### src/rtl/button_conditioner.sv
// rtl/button_conditioner.sv - debounced button level with press/release/long/repeat pulses
// One instance per synchronized front-panel button; all outputs registered.
module button_conditioner #(
  parameter int DEBOUNCE_CYCLES = 16,
  parameter int HOLD_CYCLES     = 1000,
  parameter int REPEAT_CYCLES   = 250,
  parameter bit REPEAT_EN       = 1'b1
) (
  input  logic clk,
  input  logic rst,
  input  logic in_sync,
  output logic btn_level,
  output logic press_pulse,
  output logic release_pulse,
  output logic long_pulse,
  output logic repeat_pulse
);

  localparam int MAX_DH = (DEBOUNCE_CYCLES > HOLD_CYCLES) ? DEBOUNCE_CYCLES : HOLD_CYCLES;
  localparam int MAXP   = (MAX_DH > REPEAT_CYCLES) ? MAX_DH : REPEAT_CYCLES;
  localparam int CW     = $clog2(MAXP + 1);

  localparam logic [CW-1:0] ONE       = CW'(1);
  localparam logic [CW-1:0] DB_LAST   = CW'(DEBOUNCE_CYCLES - 1);
  localparam logic [CW-1:0] HOLD_MAX  = CW'(HOLD_CYCLES);
  localparam logic [CW-1:0] HOLD_LAST = CW'(HOLD_CYCLES - 1);
  localparam logic [CW-1:0] REP_LAST  = CW'(REPEAT_CYCLES - 1);

  typedef enum logic [1:0] {IDLE, PRESS_DB, HELD, RELEASE_DB} state_t;

  state_t        state, state_nx;
  logic [CW-1:0] db_cnt, db_cnt_nx;
  logic [CW-1:0] hold_cnt, hold_cnt_nx;
  logic [CW-1:0] rep_cnt, rep_cnt_nx;
  logic          press_nx, release_nx, long_nx, repeat_nx;
  logic          held;

  assign held = (state == HELD) || (state == RELEASE_DB);

  always_ff @(posedge clk or negedge rst) begin
    if (!rst) begin
      state         <= IDLE;
      db_cnt        <= '0;
      hold_cnt      <= '0;
      rep_cnt       <= '0;
      btn_level     <= 1'b0;
      press_pulse   <= 1'b0;
      release_pulse <= 1'b0;
      long_pulse    <= 1'b0;
      repeat_pulse  <= 1'b0;
    end else begin
      state         <= state_nx;
      db_cnt        <= db_cnt_nx;
      hold_cnt      <= hold_cnt_nx;
      rep_cnt       <= rep_cnt_nx;
      btn_level     <= (state_nx == HELD) || (state_nx == RELEASE_DB);
      press_pulse   <= press_nx;
      release_pulse <= release_nx;
      long_pulse    <= long_nx;
      repeat_pulse  <= repeat_nx;
    end
  end

  always_comb begin
    state_nx  = state;
    db_cnt_nx = db_cnt;
    case (state)
      IDLE: begin
        if (in_sync) begin
          if (DEBOUNCE_CYCLES == 1) begin
            state_nx = HELD;
          end else begin
            state_nx  = PRESS_DB;
            db_cnt_nx = ONE;
          end
        end
      end
      PRESS_DB: begin
        if (!in_sync) begin
          state_nx  = IDLE;
          db_cnt_nx = '0;
        end else if (db_cnt == DB_LAST) begin
          state_nx  = HELD;
          db_cnt_nx = '0;
        end else begin
          db_cnt_nx = db_cnt + ONE;
        end
      end
      HELD: begin
        if (!in_sync) begin
          if (DEBOUNCE_CYCLES == 1) begin
            state_nx = IDLE;
          end else begin
            state_nx  = RELEASE_DB;
            db_cnt_nx = ONE;
          end
        end
      end
      RELEASE_DB: begin
        if (in_sync) begin
          state_nx  = HELD;
          db_cnt_nx = '0;
        end else if (db_cnt == DB_LAST) begin
          state_nx  = IDLE;
          db_cnt_nx = '0;
        end else begin
          db_cnt_nx = db_cnt + ONE;
        end
      end
      default: begin
        state_nx  = IDLE;
        db_cnt_nx = '0;
      end
    endcase
  end

  // Hold timing advances only on high samples, so a release bounce delays long/repeat
  // by exactly its length; hold_cnt saturates at HOLD_CYCLES and rep_cnt takes over.
  always_comb begin
    press_nx    = 1'b0;
    release_nx  = 1'b0;
    long_nx     = 1'b0;
    repeat_nx   = 1'b0;
    hold_cnt_nx = hold_cnt;
    rep_cnt_nx  = rep_cnt;
    press_nx    = !held && (state_nx == HELD);
    release_nx  = held && (state_nx == IDLE);
    if (press_nx || release_nx) begin
      hold_cnt_nx = '0;
      rep_cnt_nx  = '0;
    end else if (held && in_sync) begin
      if (hold_cnt != HOLD_MAX) begin
        hold_cnt_nx = hold_cnt + ONE;
        long_nx     = (hold_cnt == HOLD_LAST);
      end else if (REPEAT_EN) begin
        if (rep_cnt == REP_LAST) begin
          rep_cnt_nx = '0;
          repeat_nx  = 1'b1;
        end else begin
          rep_cnt_nx = rep_cnt + ONE;
        end
      end
    end
  end

endmodule

### config.mk
export PLATFORM = sky130hd
export DESIGN_NAME = button_conditioner
export DESIGN_NICKNAME = d
export VERILOG_FILES = /design/src/rtl/button_conditioner.sv
export SDC_FILE = /design/constraint.sdc
export NUM_CORES = 1
export LEC_CHECK = 0
export ABC_AREA = 1
export CAP_MARGIN = 20
export CORE_MARGIN = 1
export CORE_UTILIZATION = 45
export DETAILED_ROUTE_END_ITERATION = 16
export GPL_TIMING_DRIVEN = 0
export PLACE_DENSITY = 0.71
export SETUP_SLACK_MARGIN = 0.15
export SLEW_MARGIN = 5
export SYNTH_ARGS = -nofsm -noshare
export SYNTH_HDL_FRONTEND = slang
export SYNTH_SLANG_ARGS = --single-unit
export TNS_END_PERCENT = 100
### constraint.sdc
create_clock -name clk -period 2.72 [get_ports clk]
set_clock_uncertainty 0.2 [all_clocks]
set_input_delay 0.544 -clock clk [delete_from_list [all_inputs] [get_ports clk]]
set_output_delay 0.544 -clock clk [all_outputs]
set_load 0.05 [all_outputs]
==> Yosys cells after proc, flatten, opt, wreduce, memory -nomap -nowiden <==
Cells that the tools add are included.
Widths: inputs -> output; s select.
{ "word_totals": {"ff_bits": 37, "inputBits": 3, "word_cells": 65} }
{ "classes": {"add_sub_neg": 3, "n_eq_ne": 12, "muxes": 27, "n_reduce_logical": 14} }
{ "op_table": {"columns": ["cell", "n"], "rows": [
  ["$mux 10", 12],
  ["$pmux 10 s4", 1],
  ["$add 10x1->10 const B", 3],
  ["$mux 2", 6],
  ["$eq 10x10->1 const B", 1],
  ["$eq 10x4->1 const B", 1],
  ["$eq 10x8->1 const B", 1],
  ["$ne 10x10->1 const B", 1],
  ["$eq 2x2->1 const B", 4],
  ["$pmux 2 s4", 1],
  ["$mux 1", 7],
  ["$ne 2x2->1 const B", 3],
  ["$reduce_and 2->1", 3],
  ["$logic_not 2->1", 2],
  ["$reduce_bool 2->1", 2],
  ["$logic_and 1x1->1", 3],
  ["$logic_or 1x1->1", 3],
  ["$eq 2x1->1 const B", 1],
  ["$logic_not 1->1", 1]
]} }

==> Longest topological paths before layout <==
Gate-level depths: netlist of the first run.
{ "logic_depth": {"word_depth": 9, "depth_mapped": 12, "ltp_nobuf": 12} }

==> Worst setup path after synthesis of the first run <==
Ideal clock, no wire load.
{ "synth_timing": {"path_kind": "in2reg", "start": "in in_sync", "end": "reg rep_cnt[9]", "setup_ps": 121, "arrival_ps": 1387, "t_required_ps": 2399, "path_slack_ps": 1012, "stages": 9, "n_path_buf": 0, "cell_sequence": "inv_1 > nand2_1 > nand2_1 > nor2_2 > nand4_1 > nand2_1 > nand3_1 > nand2_1 > nor2_1"} }
{ "synth_between": {"elab_chain_cells": 7, "elab_cells_between_ends": 15} }
{ "synth_lines": {"columns": ["element", "line", "source"], "rows": [
  ["start, declared", "11", "input logic in_sync,"],
  ["$mux 2, on equally long branches", null, null],
  ["$pmux 2 s4", "67", "case (state)"],
  ["$eq 2x2->1 or $logic_not 2->1 (tied branches)", "126, 127", null],
  ["$logic_and 1x1->1, on equally long branches", "126, 127", null],
  ["$logic_or 1x1->1", "128", "if (press_nx || release_nx) begin"],
  ["$ne 2x2->1 (no source line) or $reduce_bool 2->1 (tied branches)", null, null],
  ["$reduce_and 2->1 (no source line)", null, null],
  ["end signal, assigned", "55", "rep_cnt <= rep_cnt_nx;"],
  ["end, declared", "34", "logic [CW-1:0] rep_cnt, rep_cnt_nx;"]
]} }
Several ways; a longest one is shown, not always the timed one.
A chain may end at the register's enable or synchronous reset.

==> Worst setup path in the final report of the first run <==
{ "layout_timing": {"start": "reg repeat_pulse", "end": "out repeat_pulse"} }
{ "layout_rtl": {"columns": ["element", "line", "source"], "rows": [
  ["start, declared", "16", "output logic repeat_pulse"],
  ["start signal, assigned", "60", "repeat_pulse <= repeat_nx;"]
]} }
No word-level cell between the ends.

==> results of run 1 <==
## layer usage
layer	wire length [um]	global-route usage, %
met2	1900	29.4
met5	0	0
met3	104	4.36
met1	1740	21.5
met4	61	6.58
## area by class of cell
| type | instances | area [um2] |
|---|---|---|
| Inverter | 48 | 180 |
| Multi-Input combinational cell | 173 | 930 |
| Fill cell | 409 | 2090 |
| Clock inverter | 1 | 5.00 |
| Clock buffer | 7 | 96.3 |
| Tap cell | 52 | 65.1 |
| Timing Repair Buffer | 7 | 65.1 |
| Sequential cell | 37 | 926 |
## per-stage QoR
| step | instances | total power [mW] | hold WS [ps] | cell area [um2] |
|---|---|---|---|---|
| after detailed placement | 317 | 0.629 | 267 | 2170 |
| final | 325 | 1.04 | 139 | 2270 |
| after CTS | 325 | 1.05 | 172 | 2270 |
| after global routing | 325 | 1.08 | 230 | 2270 |
| after global placement | 317 | 0.628 | 257 | 2170 |
| after floorplan | 258 | 0.607 | 48.4 | 2040 |
## flip-flops by register name, indices dropped and copies added (netlist names)
signal,count
btn_level,1
db_cnt,10
hold_cnt,10
long_pulse,1
press_pulse,1
release_pulse,1
rep_cnt,10
repeat_pulse,1
state,2
## report_power, final
| group | internal, mW | switching, mW |
|---|---|---|
| combinational | 0.0155 | 0.0334 |
| clock | 0.229 | 0.190 |
| sequential | 0.559 | 0.00966 |
## kinds of logic after synthesis
family / Yosys count
fa+ha+maj: 5
xor+xnor: 7
compound gates: 37
simple gates: 124
buf+inv: 48
flops: 37
## layout by cell type, fill, tap and decap left out, types with 2 or more instances in the layout
master,instances
ha_1,5
nor3_2,3
nand2_4,2
a21oi_1,7
a31oi_1,3
xor2_1,6
o22ai_1,7
clkdlybuf4s50_1,6
nand2_2,3
nor2_2,2
nand2_1,51
clkbuf_8,7
inv_1,47
o21ai_1,6
nand4_1,7
nor2_1,31
dfrtp_1,37
nor3_1,5
o21ai_0,11
nand3_1,15
## how the worst max path moves through the flow
stage | slack (ps) | start | endpoint
after floorplan | 1010 | in_sync | rep_cnt[9]$_DFFE_PN0P_
after global placement | 50 | rst | db_cnt[5]$_DFFE_PN0P_
after detailed placement | 270 | in_sync | rep_cnt[3]$_DFFE_PN0P_
after CTS | 540 | repeat_pulse$_DFF_PN0_ | repeat_pulse
after global routing | 370 | in_sync | rep_cnt[3]$_DFFE_PN0P_
final | 560 | repeat_pulse$_DFF_PN0_ | repeat_pulse
==> metrics.txt, run 1 <==
TritonCTS buffer count=5; Skew-Pair Late Insertion Delay=290 ps; final WL=3800 um; sequential area share after synthesis=45.5%; port buffer count=7; synthesis warning total=0; number of synthesized flops with an enable pin=0; Final Cycle Share=79.3%; initial antenna violation count=0; die area=4800 um2; area of the mapped netlist=2040 um2; vias=1649; Mapped Cells=258; Num Clock Sinks=37; vias in the first global route=1611; Leak=1.21 nW; CP Data Arrival Time=1410 ps; Final min period=2160 ps; Post-Route Utilization=52.1%; die span in y=69.3 um; CP peak stage delay=790 ps; reg2reg setup slack=810 ps; Yosys reg bits=37; largest net degree at the start of global routing=38; CP Buf/Inv Count=1; Critical Path RT=1980 ps; CTS tree=built; Yosys top cell area share=45.5%; ys async rst share=100%; worst r2r src=hold_cnt[0]$_DFFE_PN0P_; post-synthesis adder-cell area fraction=3.07%; num rows=24; most common cell in the synthesized netlist=nand2_1; CP Depth=1; post-place setup slack=269 ps; Reg clk slew, reported paths=70 ps; residual DRC count=0; total number of H-tree levels=2; CP delay by family, top=buffers and inverters; Mapped Nets=266; CTS Root Cell=clkbuf_8; I/O pin total=8; Hold Fails Final Rpt=0; Worst-Margin Slew=805 ps; status=complete, no violations; Max-slew headroom=46.4%; Max-Cap Viols=0; worst r2r dst=rep_cnt[2]$_DFFE_PN0P_; critical path class=reg2out; max-slew violations=0; Initial Util=46.8%; worst vdd rail ir drop=0.247 mV; Hold Buf Count CTS=0; layout cells sized above 1=8.42%; synthesized area per cell=7.89 um2; synthesis-to-finish area growth=11.4%; setup ws final=562 ps; total gr overflow=0; Resized cells post-CTS=0; TNS Setup=0 ps; critical path, cell by cell=clkdlybuf4s50_1; ANT nets after route=0; Synth area leaders=dfrtp_1 45%, nand2_1 9.4%, inv_1 8.7%; Core Footprint=4350 um2; Yosys cell types=28; RSZ-0062 raised after global routing=false; Synth Area in Simple Gates=29.4%; area leader, netlist=dfrtp_1; post-synthesis mux area share=0%; final setup fails=0; synthesized-area fraction occupied by xor and xnor cells=3.01%; 1st-iter DRT viols=55; drt wl/cell=11.7 um; FF-to-FF path depth=9; commonest cells in the netlist=51 x nand2_1, 47 x inv_1, 37 x dfrtp_1; crit start category=register; deepest clock path buffer count=2; Max Freq=463 MHz; Die X=69.3 um; post-DP HPWL=2790 um; largest family of logic cells by synthesized area=simple AND/OR/NAND/NOR gates; Total Nets Final=280; Hold Crit Class=in2async; global-route wire length before repair=6760 um; PD cells=457 nW/um2; Post-synth top flop=dfrtp_1; postcts setup bufs=0; gpl congestion=0.836; CP Capture Type=output port; Compound-Gate Fraction of Synth Area=10.1%; Antenna Cells=0; crit-path max FO=1; slowest cell on the critical path=clkdlybuf4s50_1; vias per cell=5.07; drt pass-1 iters=4; total track usage=17.5%
Power figures use the tool's default switching activity.
==> inputs of run 2 (changes only) <==
Settings changed: PLACE_DENSITY 0.71 to 0.73.
Clock period 2.72 ns to 1.8 ns, I/O delays scaled along.
==> metrics.txt, run 2 (synthesized netlist as in run 1, its figures left out) <==
Area after DPL=2170 um2 (+0.12%); FF-to-FF path depth=7 (-2); most common cell after layout, fill and taps aside=inv_1; crit-path max FO=4 (+3); worst vdd rail ir drop=0.519 mV (+110%); Num Clock Sinks=37 (unchanged); Multi-input gate area=1250 um2 (+34%); Hold Path Stages=3; vias per cell=5.43 (+7.0%); synthesis-to-finish area growth=39.8%; post-DP HPWL=2700 um (-3.3%); final instance area=2850 um2 (+26%); TritonCTS buffer count=5 (unchanged); Placed Cells=317 (unchanged); initial antenna violation count=0 (unchanged); GR Layer Usage met2=30.3% (+0.86 points); drt pass-1 iters=4 (unchanged); vias=1939 (+18%); met1 Use GR=26.0% (+4.5 points); Total Nets Final=313 (+12%); die area=4800 um2 (unchanged); total number of H-tree levels=2 (unchanged); crit start category=register; drt wl/cell=14.2 um (+21%); num rows=24 (unchanged); status=complete, no violations; max-slew violations=0 (unchanged); total track usage=19.3% (+1.9 points); CTS tree=built; Leak=1.42 nW (+18%); Worst-Margin Slew=834 ps (+29.5 ps); Design Power=1.57 mW (+52%); commonest cells after routing, fill and taps aside=40 x inv_1, 37 x dfrtp_1, 36 x nand2_1; Cell Count, Final, Fillers Out=357 (+9.8%); residual DRC count=0 (unchanged); final setup fails=0 (unchanged); Final Cycle Share=99.9%; Reg clk slew, reported paths=80 ps (about the same); Hold Crit Class=in2reg; Regs by FF count=db_cnt: 10 flops, hold_cnt: 10 flops, rep_cnt: 10 flops; Die X=69.3 um (unchanged); Post-Route Utilization=65.4% (+13 points); Antenna Cells=0 (unchanged); TNS Setup=0 ps (unchanged); Final min period=1800 ps; gpl congestion=0.866 (+3.6%); fillers=307 (-25%); RSZ-0062 raised after global routing=true; Max-Cap Viols=0 (unchanged); global-route wire length before repair=7420 um (+9.8%); Critical Path RT=1780 ps (-200 ps); CP Data Arrival Time=1780 ps (+370 ps); Initial Util=46.8% (unchanged); Skew-Pair Late Insertion Delay=300 ps (about the same); CP Capture Type=register; I/O pin total=8 (unchanged); deepest clock path buffer count=2 (unchanged); Core Footprint=4350 um2 (unchanged); Max-slew headroom=44.4% (-2.0 points); 1st-iter DRT viols=192 (+250%); CTS Root Cell=clkbuf_8; ANT nets after route=0 (unchanged); layout cells sized above 1=36.7% (+28 points); total gr overflow=0 (unchanged); final WL=5060 um (+33%); M3 GR Usage=3.49% (-0.87 points); largest net degree at the start of global routing=38 (unchanged); critical path class=reg2reg; PD cells=552 nW/um2 (+21%); Hold Fails Final Rpt=0 (unchanged); grt peak-use layer=met2; port buffer count=7 (unchanged); vias in the first global route=1708 (+6.0%); Max Freq=556 MHz; die span in y=69.3 um (unchanged); Reg area=926 um2 (unchanged)
[run 2: final timing paths]
path                                          from                 endpoint  slack, ps
min in group asynchronous                      rst  hold_cnt[2]$_DFFE_PN0P_        490
setup reg to reg           hold_cnt[6]$_DFFE_PN0P_   rep_cnt[8]$_DFFE_PN0P_          2
setup / recovery           hold_cnt[6]$_DFFE_PN0P_   rep_cnt[8]$_DFFE_PN0P_          2
max in group asynchronous                      rst   rep_cnt[4]$_DFFE_PN0P_        370
hold / removal                             in_sync    press_pulse$_DFF_PN0_        280
hold reg to reg            hold_cnt[8]$_DFFE_PN0P_  hold_cnt[8]$_DFFE_PN0P_        360
[run 2: repair_timing]
| action | CTS | global route |
|---|---|---|
| buffers inserted | 15 | 16 |
| endpoints found under the setup margin | 33 | 29 |
| pin swaps | 15 | 27 |
| endpoints found under the hold margin | 32 | 0 |
| cloned | 1 | 0 |
| gates resized for setup | 40 | 71 |
| hold buffers | 1 | 0 |
[run 2: worst max-delay path: stages, from the launching register on]
cell     delay, ps
dfrtp_1        400
nand2_2        140
nor3_4         280
buf_4          160
nand4_1        130
nand2_2        160
buf_6          120
o22ai_1         80
[run 2: power by group]
part / internal (mW) / switching, mW
Clock: 0.268 / 0.306
Sequential: 0.844 / 0.0164
Combinational: 0.0577 / 0.0779
Total: 1.17 / 0.400
[run 2: per-stage QoR]
| step | hold slack, ps | setup WS (ps) |
|---|---|---|
| 2_1_floorplan | -136 | 161 |
| 3_3_place_gp | 254 | -683 |
| 3_5_place_dp | 250 | -470 |
| 4_1_cts | 259 | 32.0 |
| 5_1_grt | 291 | -77.0 |
| 6_report | 278 | 1.89 |
[run 2: routing by layer]
metal	vias up	share of wire (%)
met5	-	0
met4	0	2.0
met3	9	4.5
met2	60	51
met1	943	43
li1	927	-
[run 2: area by class of cell]
type | instances | share of cell area, %
Clock buffer | 6 | 2.55
Inverter | 48 | 6.42
Sequential cell | 37 | 32.5
Multi-Input combinational cell | 174 | 43.8
Timing Repair Buffer | 39 | 12.1
Tap cell | 52 | 2.29
Clock inverter | 1 | 0.308
==> inputs of run 3 (changes only) <==
Settings changed: CAP_MARGIN 20 to 5.
==> results of run 3 <==
The final DEF is identical to that of run 2; final timing and power are the same.
